### config.mk
export PLATFORM = sky130hd
export DESIGN_NAME = microwire_master
export DESIGN_NICKNAME = d
export VERILOG_FILES = /design/src/rtl/microwire_master.sv
export SDC_FILE = /design/constraint.sdc
export NUM_CORES = 1
export LEC_CHECK = 0
export BUFFER_PORTS_ARGS = -buffer_cell sky130_fd_sc_hd__buf_4
export CAP_MARGIN = 30
export CORE_MARGIN = 2
export CORE_UTILIZATION = 45
export DETAILED_ROUTE_END_ITERATION = 12
export SYNTH_ARGS = -nofsm -noshare
export SYNTH_HDL_FRONTEND = slang
export SYNTH_SLANG_ARGS = --single-unit
### constraint.sdc
create_clock -name clk -period 3.1 [get_ports clk]
set_clock_uncertainty 0.05 [all_clocks]
set_input_delay 0.155 -clock clk [delete_from_list [all_inputs] [get_ports clk]]
set_output_delay 0.155 -clock clk [all_outputs]
set_load 0.02 [all_outputs]
### src/rtl/microwire_master.sv
// Microwire (93xx EEPROM) host: serializes one command on CS/SK/DI, captures read data, polls busy.
// Latency: frame length x 2*CLK_DIV clk plus gap/poll time; accepts a new command only when idle.
module microwire_master #(
  parameter int CLK_DIV  = 4,
  parameter int ADDR_W   = 6,
  parameter int DATA_W   = 16,
  parameter int CS_GAP   = 8,
  parameter int POLL_MAX = 65535
) (
  input  logic              clk,
  input  logic              rst_n,
  input  logic              cmd_valid,
  output logic              cmd_ready,
  input  logic [1:0]        cmd_op,
  input  logic [ADDR_W-1:0] cmd_addr,
  input  logic [DATA_W-1:0] cmd_wdata,
  output logic              rsp_valid,
  output logic [DATA_W-1:0] rsp_rdata,
  output logic              rsp_err,
  output logic              ee_cs,
  output logic              ee_sk,
  output logic              ee_di,
  input  logic              ee_do
);

  localparam int CMD_W   = 3 + ADDR_W;
  localparam int FRAME_W = CMD_W + DATA_W;
  localparam int DIV_W   = $clog2(CLK_DIV);
  localparam int BIT_W   = $clog2(FRAME_W);
  localparam int TMR_W   = $clog2(((POLL_MAX > CS_GAP) ? POLL_MAX : CS_GAP) + 1);

  localparam logic [DIV_W-1:0] DIV_LAST  = DIV_W'(CLK_DIV - 1);
  localparam logic [DIV_W-1:0] DIV_ONE   = DIV_W'(1);
  localparam logic [BIT_W-1:0] CMD_LAST  = BIT_W'(CMD_W - 1);
  localparam logic [BIT_W-1:0] FRM_LAST  = BIT_W'(FRAME_W - 1);
  localparam logic [BIT_W-1:0] DAT_LAST  = BIT_W'(DATA_W - 1);
  localparam logic [BIT_W-1:0] BIT_ONE   = BIT_W'(1);
  localparam logic [TMR_W-1:0] GAP_LAST  = TMR_W'(CS_GAP - 1);
  localparam logic [TMR_W-1:0] POLL_LAST = TMR_W'(POLL_MAX - 1);
  localparam logic [TMR_W-1:0] TMR_ONE   = TMR_W'(1);

  typedef enum logic [2:0] {
    S_IDLE,
    S_SEND,
    S_DUMMY,
    S_RECV,
    S_GAP,
    S_POLL,
    S_DONE
  } state_t;

  state_t              state_q, state_d;
  logic [DIV_W-1:0]    div_q, div_d;
  logic                hi_q, hi_d;
  logic [BIT_W-1:0]    bit_q, bit_d;
  logic [TMR_W-1:0]    tmr_q, tmr_d;
  logic [FRAME_W-1:0]  sh_q, sh_d;
  logic [DATA_W-1:0]   rx_q, rx_d;
  logic [DATA_W-1:0]   rdata_q, rdata_d;
  logic                err_q, err_d;
  logic [1:0]          op_q, op_d;
  logic [1:0]          ext_q, ext_d;
  logic                cs_q, cs_d;
  logic                sk_q, sk_d;
  logic                di_q, di_d;
  logic                do_s1_q, do_s2_q;

  logic                is_read;
  logic                has_data;
  logic                no_poll;
  logic                bit_end;
  logic                sk_active;
  logic [BIT_W-1:0]    last_bit;

  assign is_read  = (op_q == 2'b10);
  assign has_data = (op_q == 2'b01) || ((op_q == 2'b00) && (ext_q == 2'b01));
  assign no_poll  = (op_q == 2'b00) && ((ext_q == 2'b11) || (ext_q == 2'b00));
  assign last_bit = has_data ? FRM_LAST : CMD_LAST;
  // Last clk of an SK-high phase: the EEPROM's DO is sampled and the bit advances.
  assign bit_end  = hi_q && (div_q == DIV_LAST);

  always_comb begin
    state_d   = state_q;
    div_d     = div_q;
    hi_d      = hi_q;
    bit_d     = bit_q;
    tmr_d     = tmr_q;
    sh_d      = sh_q;
    rx_d      = rx_q;
    rdata_d   = rdata_q;
    err_d     = err_q;
    op_d      = op_q;
    ext_d     = ext_q;
    sk_active = (state_q == S_SEND) || (state_q == S_DUMMY) || (state_q == S_RECV);

    if (sk_active) begin
      if (div_q == DIV_LAST) begin
        div_d = '0;
        hi_d  = ~hi_q;
      end else begin
        div_d = div_q + DIV_ONE;
      end
    end

    case (state_q)
      S_IDLE: begin
        if (cmd_valid) begin
          state_d = S_SEND;
          sh_d    = {1'b1, cmd_op, cmd_addr, cmd_wdata};
          op_d    = cmd_op;
          ext_d   = cmd_addr[ADDR_W-1 -: 2];
          err_d   = 1'b0;
          div_d   = '0;
          hi_d    = 1'b0;
          bit_d   = '0;
        end
      end
      S_SEND: begin
        if (bit_end) begin
          if (bit_q == last_bit) begin
            bit_d = '0;
            tmr_d = '0;
            if (is_read)      state_d = S_DUMMY;
            else if (no_poll) state_d = S_DONE;
            else              state_d = S_GAP;
          end else begin
            bit_d = bit_q + BIT_ONE;
            sh_d  = {sh_q[FRAME_W-2:0], 1'b0};
          end
        end
      end
      S_DUMMY: begin
        if (bit_end) begin
          if (do_s2_q) err_d = 1'b1;
          state_d = S_RECV;
          bit_d   = '0;
        end
      end
      S_RECV: begin
        if (bit_end) begin
          rx_d = {rx_q[DATA_W-2:0], do_s2_q};
          if (bit_q == DAT_LAST) begin
            state_d = S_DONE;
            rdata_d = {rx_q[DATA_W-2:0], do_s2_q};
          end else begin
            bit_d = bit_q + BIT_ONE;
          end
        end
      end
      S_GAP: begin
        if (tmr_q == GAP_LAST) begin
          tmr_d   = '0;
          state_d = S_POLL;
        end else begin
          tmr_d = tmr_q + TMR_ONE;
        end
      end
      S_POLL: begin
        if (do_s2_q) begin
          state_d = S_DONE;
        end else if (tmr_q == POLL_LAST) begin
          err_d   = 1'b1;
          state_d = S_DONE;
        end else begin
          tmr_d = tmr_q + TMR_ONE;
        end
      end
      S_DONE:  state_d = S_IDLE;
      default: state_d = S_IDLE;
    endcase

    // Pins are registered from next-state so they stay glitch-free and aligned with the FSM.
    cs_d = (state_d == S_SEND) || (state_d == S_DUMMY) || (state_d == S_RECV) ||
           (state_d == S_POLL);
    sk_d = ((state_d == S_SEND) || (state_d == S_DUMMY) || (state_d == S_RECV)) && hi_d;
    di_d = (state_d == S_SEND) && sh_d[FRAME_W-1];
  end

  always_ff @(posedge clk or negedge rst_n) begin
    if (!rst_n) begin
      state_q <= S_IDLE;
      div_q   <= '0;
      hi_q    <= 1'b0;
      bit_q   <= '0;
      tmr_q   <= '0;
      sh_q    <= '0;
      rx_q    <= '0;
      rdata_q <= '0;
      err_q   <= 1'b0;
      op_q    <= 2'b00;
      ext_q   <= 2'b00;
      cs_q    <= 1'b0;
      sk_q    <= 1'b0;
      di_q    <= 1'b0;
      do_s1_q <= 1'b0;
      do_s2_q <= 1'b0;
    end else begin
      state_q <= state_d;
      div_q   <= div_d;
      hi_q    <= hi_d;
      bit_q   <= bit_d;
      tmr_q   <= tmr_d;
      sh_q    <= sh_d;
      rx_q    <= rx_d;
      rdata_q <= rdata_d;
      err_q   <= err_d;
      op_q    <= op_d;
      ext_q   <= ext_d;
      cs_q    <= cs_d;
      sk_q    <= sk_d;
      di_q    <= di_d;
      do_s1_q <= ee_do;
      do_s2_q <= do_s1_q;
    end
  end

  assign cmd_ready = (state_q == S_IDLE);
  assign rsp_valid = (state_q == S_DONE);
  assign rsp_rdata = rdata_q;
  assign rsp_err   = err_q;
  assign ee_cs     = cs_q;
  assign ee_sk     = sk_q;
  assign ee_di     = di_q;

endmodule
==> impl_metrics.csv, run 1 <==
group,metric,value,unit
timing,worst_pin_slew,0.651,ns
setup_path,cp.arrival,2.60,ns
logic_synthesis,synth_cell_types,50,
detailed_routing,route.met3.wl,382,µm
detailed_routing,first_pass_iters,4,
timing,period_share,0.773,
logic_synthesis,synth_adder_area_share,0.0230,
finish,drive_above_1_share,0.257,
grt,grt_max_degree,47,
clock_tree,cts.htree.levels,3,
pwr,vdd_drop_max,0.000286,V
detailed_routing,wl_met1,4280,µm
detailed_routing,drc,0,
pwr,switchingPower,1.13,mW
logic_synthesis,synth_top_area_frac,0.535,
grt,grtUsageTotal,0.182,
pwr,seq_power_share,0.454,
timing,min_period,2.40,ns
place,dpl.hpwl,6160,µm
finish,finalNetCount,476,
clock_tree,cts_sinks,93,
timing,worst_slack,0.702,ns
timing,slew_headroom,0.565,
pwr,p_sw_frac,0.334,
grt,grt_pass1_wl,15100,µm
timing,setup_violations,0,
detailed_routing,wl,8920,µm
logic_synthesis,syn_area,4350,µm²
finish,area_growth,17.7,%
clock_tree,clockBufferDepth,2,
floorplan,die_h,102,µm
clock_tree,cts_setup_buffers,0,
timing,tns,0,ns
detailed_routing,dr_wl_met2,4170,µm
clock_tree,cts_buffers,9,
logic_synthesis,synth_compound_area_frac,0.195,
logic_synthesis,ys_warn_count,0,
timing,rsz0062_at_grt,"false",
floorplan,coreArea,9330,µm²
timing,hold_viol_final,0,
timing,timing.fmax,417,MHz
grt,grt_overflow,0,
logic_synthesis,synth_top_family_by_area,"compound AO/OA/AOI/OAI gates",
timing,report.final.slew_viol_count,0,
floorplan,die_x,102,µm
grt,grt_pass1_vias,3130,
setup_path,end_kind,"flop",
logic_synthesis,netlist_instances,385,
setup_path,crit_chain,"ha_1, and4bb_2, and4_1, nor2_2, nand2b_1, o41ai_1",
clock_tree,clock_latency,0.35,ns
pwr,leakagePower,2.58,nW
detailed_routing,postRouteAntennaNets,0,
setup_path,worstPathMaxFanout,12,
pwr,p_per_area,659,nW/µm²
floorplan,num_rows,35,
floorplan,die-area,10500,µm²
logic_synthesis,synthSimpleGateAreaFrac,0.123,
place,place_worst_setup_slack,0.719,ns
clock_tree,tritoncts,"done",
logic_synthesis,yosys_register_bits,93,
pwr,p_int,2.25,mW
logic_synthesis,synth_xor_area_frac,0,
logic_synthesis,synth-edff-count,0,
grt,antenna_found_initial,0,
place,io_buffers,49,
logic_synthesis,synth.area.top_cells,"dfrtp_1, mux2_2, a22o_1",
logic_synthesis,synth_nets,421,
setup_path,cp_slowest_stage_delay,0.45,ns
pwr,pwr-share-clk,0.265,
run,drv_cap,0,
logic_synthesis,async_flop_share,1.00,
floorplan,io_pins,50,
logic_synthesis,ys_seq_area_frac,0.535,
logic_synthesis,syn_area_per_cell,11.3,µm²
detailed_routing,via_count,3174,
logic_synthesis,muxShareOfSynthArea,0.0849,
floorplan,start_util,0.466,
setup_path,worstPathRequired,3.30,ns
clock_tree,clk_pin_slew,0.10,ns
worst_hold_path,hold_class,"input pin to flop",
clock_tree,post_cts_resized,0,
pwr,combPwrFrac,0.281,
setup_path,cp-start-kind,"flop",
logic_synthesis,ys.flop_type,"dfrtp_1",
place,place.gp.congestion,0.832,
setup_path,critPathKind,"flop to flop",
clock_tree,cts_root_buffer,"clkbuf_8",
finish,antenna_cells,0,
logic_synthesis,synth_top_cell_by_area,"dfrtp_1",
setup_path,worst_path_max_delay_cell,"dfrtp_1",
detailed_routing,highest_layer,"met4",
outcome,status,"finished, final reports clean",
detailed_routing,wire_per_inst,15.6,µm
detailed_routing,drt-initial-drc-count,128,
detailed_routing,routed_via_density,5.54,
[per-layer routing]
layer / global-route usage / vias to the layer above
li1: - / 1538
met1: 0.257 / 1558
met2: 0.289 / 70
met3: 0.0321 / 8
met4: 0.0503 / 0
met5: 0 / -
[sequential cells by signal, indices dropped and copies added (netlist names)]
signal     count
sh_q          25
rsp_rdata     16
ee_cs          1
hi_q           1
op_q           2
bit_q          5
tmr_q         16
rx_q          15
ee_di          1
do_s1_q        1
ee_sk          1
div_q          2
do_s2_q        1
state_q        3
rsp_err        1
ext_q          2
[worst max-delay path, delay by kind of cell, from the launching register on]
family	cells	cell delay, ns
flops	1	0.45
fa+ha+maj	1	0.27
compound gates	1	0.33
simple gates	4	1.21
[cell usage in the layout (no fill, tap or decap), drive strengths merged, types with 8 or more instances in the layout]
master,count
a211oi,8
clkbuf,9
a21o,21
buf,57
nor2,15
a22o,25
o31ai,11
a21oi,12
nor3,11
dfrtp,93
ha,8
inv,22
o22ai,8
nand2,24
o21ai,11
mux2,31
nand3,11
[cell usage after synthesis (all sizes together) (2+ instances only)]
master / count
nand2: 24
and2: 3
clkbuf: 11
dfrtp: 93
nand4: 7
o32ai: 2
o22ai: 8
ha: 8
a21oi: 12
o21ai: 11
o211ai: 2
and3: 5
inv: 20
o31ai: 11
buf: 7
o21bai: 4
or2: 3
nand3: 11
nand2b: 7
a21o: 21
nor2: 15
mux2i: 2
nor4: 4
a211oi: 8
a221o: 2
a22o: 25
nor3: 11
mux2: 31
o41ai: 3
[cells by family after synthesis]
logic type,Yosys count
compound gates,114
simple gates,98
flops,93
buf+inv,39
mux,33
fa+ha+maj,8
[per-stage QoR]
step / hold WS, ns / instances / power (mW) / util / instance area [µm²]
final: 0.0450 / 573 / 3.37 / 0.549 / 5120
after global routing: 0.0408 / 573 / 3.60 / 0.549 / 5120
after CTS: 0.0319 / 573 / 3.41 / 0.549 / 5120
after detailed placement: 0.161 / 553 / 2.51 / 0.520 / 4850
after global placement: 0.154 / 553 / 2.49 / 0.520 / 4850
after floorplan: -0.191 / 385 / 2.22 / - / 4350
[power groups by stage]
stage	Sequential (mW)	Clock, mW	Combinational, mW
2_1_floorplan	1.53	0	0.693
3_3_place_gp	1.55	0	0.936
3_5_place_dp	1.56	0	0.952
4_1_cts	1.53	0.917	0.959
5_1_grt	1.56	0.968	1.07
6_report	1.53	0.895	0.947
[area by class of cell]
| type | instances | area, µm² |
|---|---|---|
| fill | 823 | 4210 |
| sequential | 93 | 2330 |
| multi-input combinational | 253 | 1850 |
| timing repair buffer | 62 | 478 |
| tap | 129 | 161 |
| clock buffer | 9 | 124 |
| clock inverter | 6 | 93.8 |
| inverter | 21 | 80.1 |
[worst paths after layout]
path | start | to | slack, ns | depth (start not counted)
max reg2reg | tmr_q[0]$_DFFE_PN0P_ | tmr_q[10]$_DFFE_PN0P_ | 0.70 | 6
min in group asynchronous | rst_n | tmr_q[5]$_DFFE_PN0P_ | 0.30 | 2
min | cmd_addr[2] | sh_q[18]$_DFFE_PN0P_ | 0.04 | 3
min reg2reg | do_s1_q$_DFF_PN0_ | do_s2_q$_DFF_PN0_ | 0.33 | 0
max | tmr_q[0]$_DFFE_PN0P_ | tmr_q[10]$_DFFE_PN0P_ | 0.70 | 6
max in group asynchronous | rst_n | rsp_rdata[6]$_DFFE_PN0P_ | 1.94 | 3
[repair_timing]
action / 4_1_cts / 5_1_grt
hold buffers: 5 / 0
endpoints found under the setup margin: 0 / 0
hold endpoints to repair: 48 / 0
No activity file was read; power rests on OpenSTA's default activity.
==> run 2: changes to the inputs <==
PLACE_DENSITY = 0.67   (was default)
clock period = 1.92 ns   (was 3.1 ns; I/O delays follow)
==> run 2 against run 1 <==
The run now ends with negative setup slack left. Clock power is 43% higher. Utilization increased by 11 points. Power up 82%. Wire length increased by 23%. Combinational power rose to 2.5 times the previous value. Global-route usage grew 2.9 points. Sequential cell count unchanged. Largest cell class unchanged.
==> impl_metrics.csv, run 2 (synthesis gave the netlist of run 1 again) <==
group,metric,value,unit
outcome,status,"finished with violations",
outcome,violations,"negative setup slack",
pwr,p_per_area,999,nW/µm²
timing,timing.fmax,466,MHz
clock_tree,cts_root_buffer,"clkbuf_8",
worst_hold_path,min_from,"cmd_op[0]",
detailed_routing,via_count,3559,
setup_path,worstPathRequired,2.12,ns
detailed_routing,drc,0,
setup_path,critPathKind,"flop to flop",
place,dp_cells,603,
pwr,vdd_drop_max,0.000459,V
pwr,seq_power_share,0.401,
clock_tree,tritoncts,"done",
grt,grt.met1_usage,0.279,
timing,worst_slack,-0.225,ns
floorplan,die-area,10500,µm²
grt,grt_pass1_wl,17100,µm
setup_path,worstPathMaxFanout,6,
pwr,combPwrFrac,0.390,
detailed_routing,drt-initial-drc-count,209,
place,dpl.hpwl,6920,µm
setup_path,cp.arrival,2.35,ns
clock_tree,cts_buffers,9,
grt,grtUsageTotal,0.210,
floorplan,num_rows,35,
clock_tree,clock_latency,0.38,ns
timing,min_period,2.15,ns
finish,regMostFlops,"sh_q",
finish,area_growth,41.2,%
place,io_buffers,49,
detailed_routing,routed_via_density,5.48,
pwr,p_sw_frac,0.365,
clock_tree,cts.htree.levels,3,
grt,top_usage_layer,"met2",
clock_tree,cts_sinks,93,
place,dpl_cell_area,5300,µm²
detailed_routing,wl,11000,µm
setup_path,r2r-start,"tmr_q[5]$_DFFE_PN0P_",
detailed_routing,postRouteAntennaNets,0,
setup_path,end_kind,"flop",
grt,met3_usage,0.0424,
floorplan,start_util,0.466,
setup_path,cp-start-kind,"flop",
floorplan,die_x,102,µm
timing,period_share,1.12,
pwr,switchingPower,2.24,mW
pwr,pwr-share-clk,0.209,
grt,grt_pass1_vias,3563,
clock_tree,clockBufferDepth,2,
finish,drive_above_1_share,0.435,
finish,finalNetCount,551,
timing,worst_pin_slew,0.518,ns
timing,slew_headroom,0.653,
pwr,leakagePower,3.04,nW
finish,fin_cells,649,
floorplan,io_pins,50,
timing,report.final.slew_viol_count,0,
worst_hold_path,hold_class,"input pin to flop",
run,drv_cap,0,
timing,rsz0062_at_grt,"true",
detailed_routing,first_pass_iters,4,
setup_path,crit_start,"tmr_q[5]$_DFFE_PN0P_",
finish,mostFrequentLayoutCells,"buf_4, dfrtp_1, mux2_2, a22o_1, dlygate4sd3_1",
finish,fin_area,6140,µm²
timing,holdWs,0.0710,ns
timing,hold_viol_final,0,
grt,grtUsageMet2,0.341,
floorplan,coreArea,9330,µm²
timing,setup_violations,38,
pwr,p_int,3.89,mW
grt,grt_max_degree,36,
detailed_routing,wire_per_inst,16.9,µm
finish,final_common_cell,"buf_4",
place,place.gp.congestion,0.923,
finish,largest_reg_flops,25,
floorplan,die_h,102,µm
grt,antenna_found_initial,0,
finish,antenna_cells,0,
clock_tree,clk_pin_slew,0.10,ns
grt,grt_overflow,0,
[run 2: through the flow]
stage,TNS (ns),utilization,power [mW],worst slack [ns]
after floorplan,-0.368,-,3.62,-0.0223
after global placement,-1.55,0.568,4.30,-0.150
after detailed placement,-2.82,0.568,4.35,-0.161
after CTS,-1.46,0.639,5.88,-0.0889
after global routing,-8.73,0.658,6.52,-0.401
final,-3.11,0.658,6.13,-0.225
[run 2: path summary, 6_finish.rpt]
check,endpoint,slack (ns),cells after the start
worst max-delay path,tmr_q[15]$_DFFE_PN0P_,-0.23,8
worst min-delay path,sh_q[22]$_DFFE_PN0P_,0.07,3
worst max register to register,tmr_q[15]$_DFFE_PN0P_,-0.23,8
worst min register to register,do_s2_q$_DFF_PN0_,0.34,0
max in group asynchronous,tmr_q[0]$_DFFE_PN0P_,1.05,3
min in group asynchronous,sh_q[24]$_DFF_PN0_,0.16,2
[run 2: cell type report]
cell class,count,area [µm²]
fill,697,3190
sequential,93,2330
multi-input combinational,253,2200
timing repair buffer,137,1180
tap,129,161
clock buffer,9,124
inverter,21,81.3
clock inverter,7,63.8
[run 2: power by group through the flow]
| stage | clock network (mW) | registers (mW) | logic, mW |
|---|---|---|---|
| final | 1.28 | 2.46 | 2.39 |
| after global routing | 1.39 | 2.50 | 2.63 |
| after CTS | 1.32 | 2.45 | 2.11 |
| after global placement | 0 | 2.46 | 1.84 |
| after floorplan | 0 | 2.46 | 1.15 |
| after detailed placement | 0 | 2.47 | 1.88 |
[run 2: per-layer routing]
metal	share of wire	vias to the layer above
met5	0	-
met4	0.017	0
met3	0.034	14
met2	0.50	76
met1	0.45	1778
li1	-	1691
[run 2: critical path, stage by stage, from the launching register on]
cell and delay [ns]:
dfrtp_1 0.43, buf_4 0.16, nor4_1 0.38, and4_4 0.31, buf_4 0.13, nor2_4 0.04, buf_6 0.13, a211oi_1 0.29
o22ai_2 0.11
[run 2: repair_timing]
item,in CTS,in global routing
setup endpoints to repair,63,50
hold endpoints to repair,79,0
gates resized for setup,45,37
gates cloned,0,1
pin swaps,16,16
setup buffers,0,5
hold buffers,24,0
==> run 3: changes to the inputs <==
BUFFER_PORTS_ARGS = -buffer_cell sky130_fd_sc_hd__clkbuf_2   (was -buffer_cell sky130_fd_sc_hd__buf_4)
CAP_MARGIN = 0   (was 30)
==> run 3 against run 2 <==
The flow still finishes with violations (negative setup slack). Via count is 0.53% higher. Clock power is 8% higher. Sequential share of layout area is 0.31 points higher. Critical endpoint is now ee_cs$_DFF_PN0_.
==> impl_metrics.csv, run 3 (synthesis gave the netlist of run 1 again) <==
group,metric,value,unit
grt,grt_overflow,0,
floorplan,die-area,10500,µm²
pwr,leakagePower,3.03,nW
pwr,combPwrFrac,0.390,
clock_tree,clock_latency,0.36,ns
timing,slew_headroom,0.703,
detailed_routing,routed_via_density,5.51,
setup_path,worstPathRequired,2.14,ns
finish,final_common_cell,"dfrtp_1",
clock_tree,cts_sinks,93,
floorplan,die_h,102,µm
timing,setup_violations,20,
pwr,p_sw_frac,0.357,
place,io_buffers,49,
floorplan,die_x,102,µm
timing,min_period,1.98,ns
timing,worst_slack,-0.0594,ns
clock_tree,cts_root_buffer,"clkbuf_8",
detailed_routing,wl,11100,µm
floorplan,start_util,0.466,
setup_path,cp-start-kind,"flop",
grt,grt_pass1_wl,17300,µm
timing,period_share,1.03,
setup_path,worstPathMaxFanout,4,
worst_hold_path,hold_class,"input pin to flop",
outcome,status,"finished with violations",
detailed_routing,drc,0,
finish,regMostFlops,"sh_q",
finish,area_growth,40.1,%
clock_tree,tritoncts,"done",
timing,worst_pin_slew,0.445,ns
timing,rsz0062_at_grt,"true",
setup_path,worst_path_max_delay_cell,"or4_4",
place,dpl_cell_area,5190,µm²
grt,grtUsageTotal,0.212,
setup_path,crit_buf_inv,1,
detailed_routing,via_count,3578,
finish,final_util,0.653,
pwr,p_int,4.05,mW
timing,report.final.slew_viol_count,0,
grt,grt_max_degree,35,
finish,drive_above_1_share,0.425,
detailed_routing,drt-initial-drc-count,134,
pwr,vdd_drop_max,0.000478,V
finish,fin_area,6090,µm²
timing,hold_viol_final,0,
run,drv_cap,0,
place,place.gp.congestion,0.904,
outcome,violations,"negative setup slack",
floorplan,io_pins,50,
clock_tree,clockBufferDepth,2,
setup_path,path_delay_family,"simple AND/OR/NAND/NOR gates",
pwr,p_per_area,1030,nW/µm²
detailed_routing,wire_per_inst,17.1,µm
pwr,pwr-share-clk,0.219,
setup_path,crit_chain,"nand4_1, or4_4, a21oi_4, o21ba_4, clkinv_4, mux2i_1",
finish,mostFrequentLayoutCells,"dfrtp_1, buf_4, clkbuf_2, mux2_2, a22o_1",
clock_tree,cts_buffers,9,
grt,antenna_found_initial,0,
floorplan,num_rows,35,
detailed_routing,postRouteAntennaNets,0,
finish,antenna_cells,0,
finish,fillers,716,
place,dpl.hpwl,6980,µm
setup_path,end_kind,"flop",
floorplan,coreArea,9330,µm²
detailed_routing,first_pass_iters,5,
finish,largest_reg_flops,25,
timing,timing.fmax,505,MHz
setup_path,critPathKind,"flop to flop",
grt,grt_pass1_vias,3516,
pwr,switchingPower,2.25,mW
clock_tree,clk_pin_slew,0.11,ns
finish,finalNetCount,551,
setup_path,cp_slowest_stage_delay,0.54,ns
setup_path,cp.arrival,2.20,ns
pwr,seq_power_share,0.391,
clock_tree,cts.htree.levels,3,
==> run 3: area by class of cell <==
class | instances | area, µm² | area share
Sequential cell | 93 | 2330 | 0.382
Timing Repair Buffer | 137 | 1090 | 0.179
Multi-Input combinational cell | 253 | 2220 | 0.365
Inverter | 21 | 83.8 | 0.0138
Tap cell | 129 | 161 | 0.0265
Clock inverter | 7 | 80.1 | 0.0131
Clock buffer | 9 | 124 | 0.0203
==> run 3: worst paths after layout <==
kind / startpoint / to / slack [ns] / cells past startpoint
max in group asynchronous: rst_n / tmr_q[1]$_DFFE_PN0P_ / 1.06 / 3
hold / removal: cmd_wdata[3] / sh_q[3]$_DFFE_PN0P_ / 0.01 / 3
min in group asynchronous: rst_n / sh_q[19]$_DFFE_PN0P_ / 0.17 / 2
setup reg to reg: tmr_q[9]$_DFFE_PN0P_ / ee_cs$_DFF_PN0_ / -0.06 / 6
hold reg to reg: do_s1_q$_DFF_PN0_ / do_s2_q$_DFF_PN0_ / 0.32 / 0
setup / recovery: tmr_q[9]$_DFFE_PN0P_ / ee_cs$_DFF_PN0_ / -0.06 / 6
==> run 3: repair_timing <==
action,4_1_cts,5_1_grt
hold buffers,21,1
resized for setup,52,28
endpoints found under the hold margin,51,1
setup endpoints to repair,63,64
pin swaps,28,18
cloned,1,2
setup buffers,5,3
==> run 3: worst reg2reg max path: stages, from the launching register on <==
cell and delay (ns):
dfrtp_1 0.41, nand4_1 0.20, or4_4 0.54, a21oi_4 0.22, o21ba_4 0.20, clkinv_4 0.06
mux2i_1 0.20
==> run 3: routing by layer <==
metal,up-vias,track usage,share of wire
met2,80,0.366,0.52
met3,15,0.0404,0.042
met4,0,0.0585,0.014
met5,-,0,0
li1,1688,-,-
met1,1795,0.275,0.43
==> run 3: power groups by stage <==
| stage | sequential [mW] | combinational [mW] | clock [mW] |
|---|---|---|---|
| after floorplan | 2.46 | 1.15 | 0 |
| after global placement | 2.46 | 1.81 | 0 |
| after detailed placement | 2.47 | 1.85 | 0 |
| after CTS | 2.44 | 2.16 | 1.41 |
| after global routing | 2.49 | 2.66 | 1.49 |
| final | 2.46 | 2.46 | 1.38 |
==> run 3: per-stage QoR <==
| stage | power (mW) | setup TNS [ns] | worst slack, ns | cells | hold slack [ns] |
|---|---|---|---|---|---|
| finish | 6.30 | -0.420 | -0.0594 | 649 | 0.0104 |
| global route | 6.64 | -2.87 | -0.142 | 649 | 0.00812 |
| CTS | 6.00 | -0.467 | -0.0610 | 643 | 0.00274 |
| detailed placement | 4.33 | -2.27 | -0.178 | 601 | 0.0302 |
| global placement | 4.27 | -0.914 | -0.136 | 601 | 0.0269 |
| floorplan | 3.62 | -0.368 | -0.0223 | 385 | -0.250 |
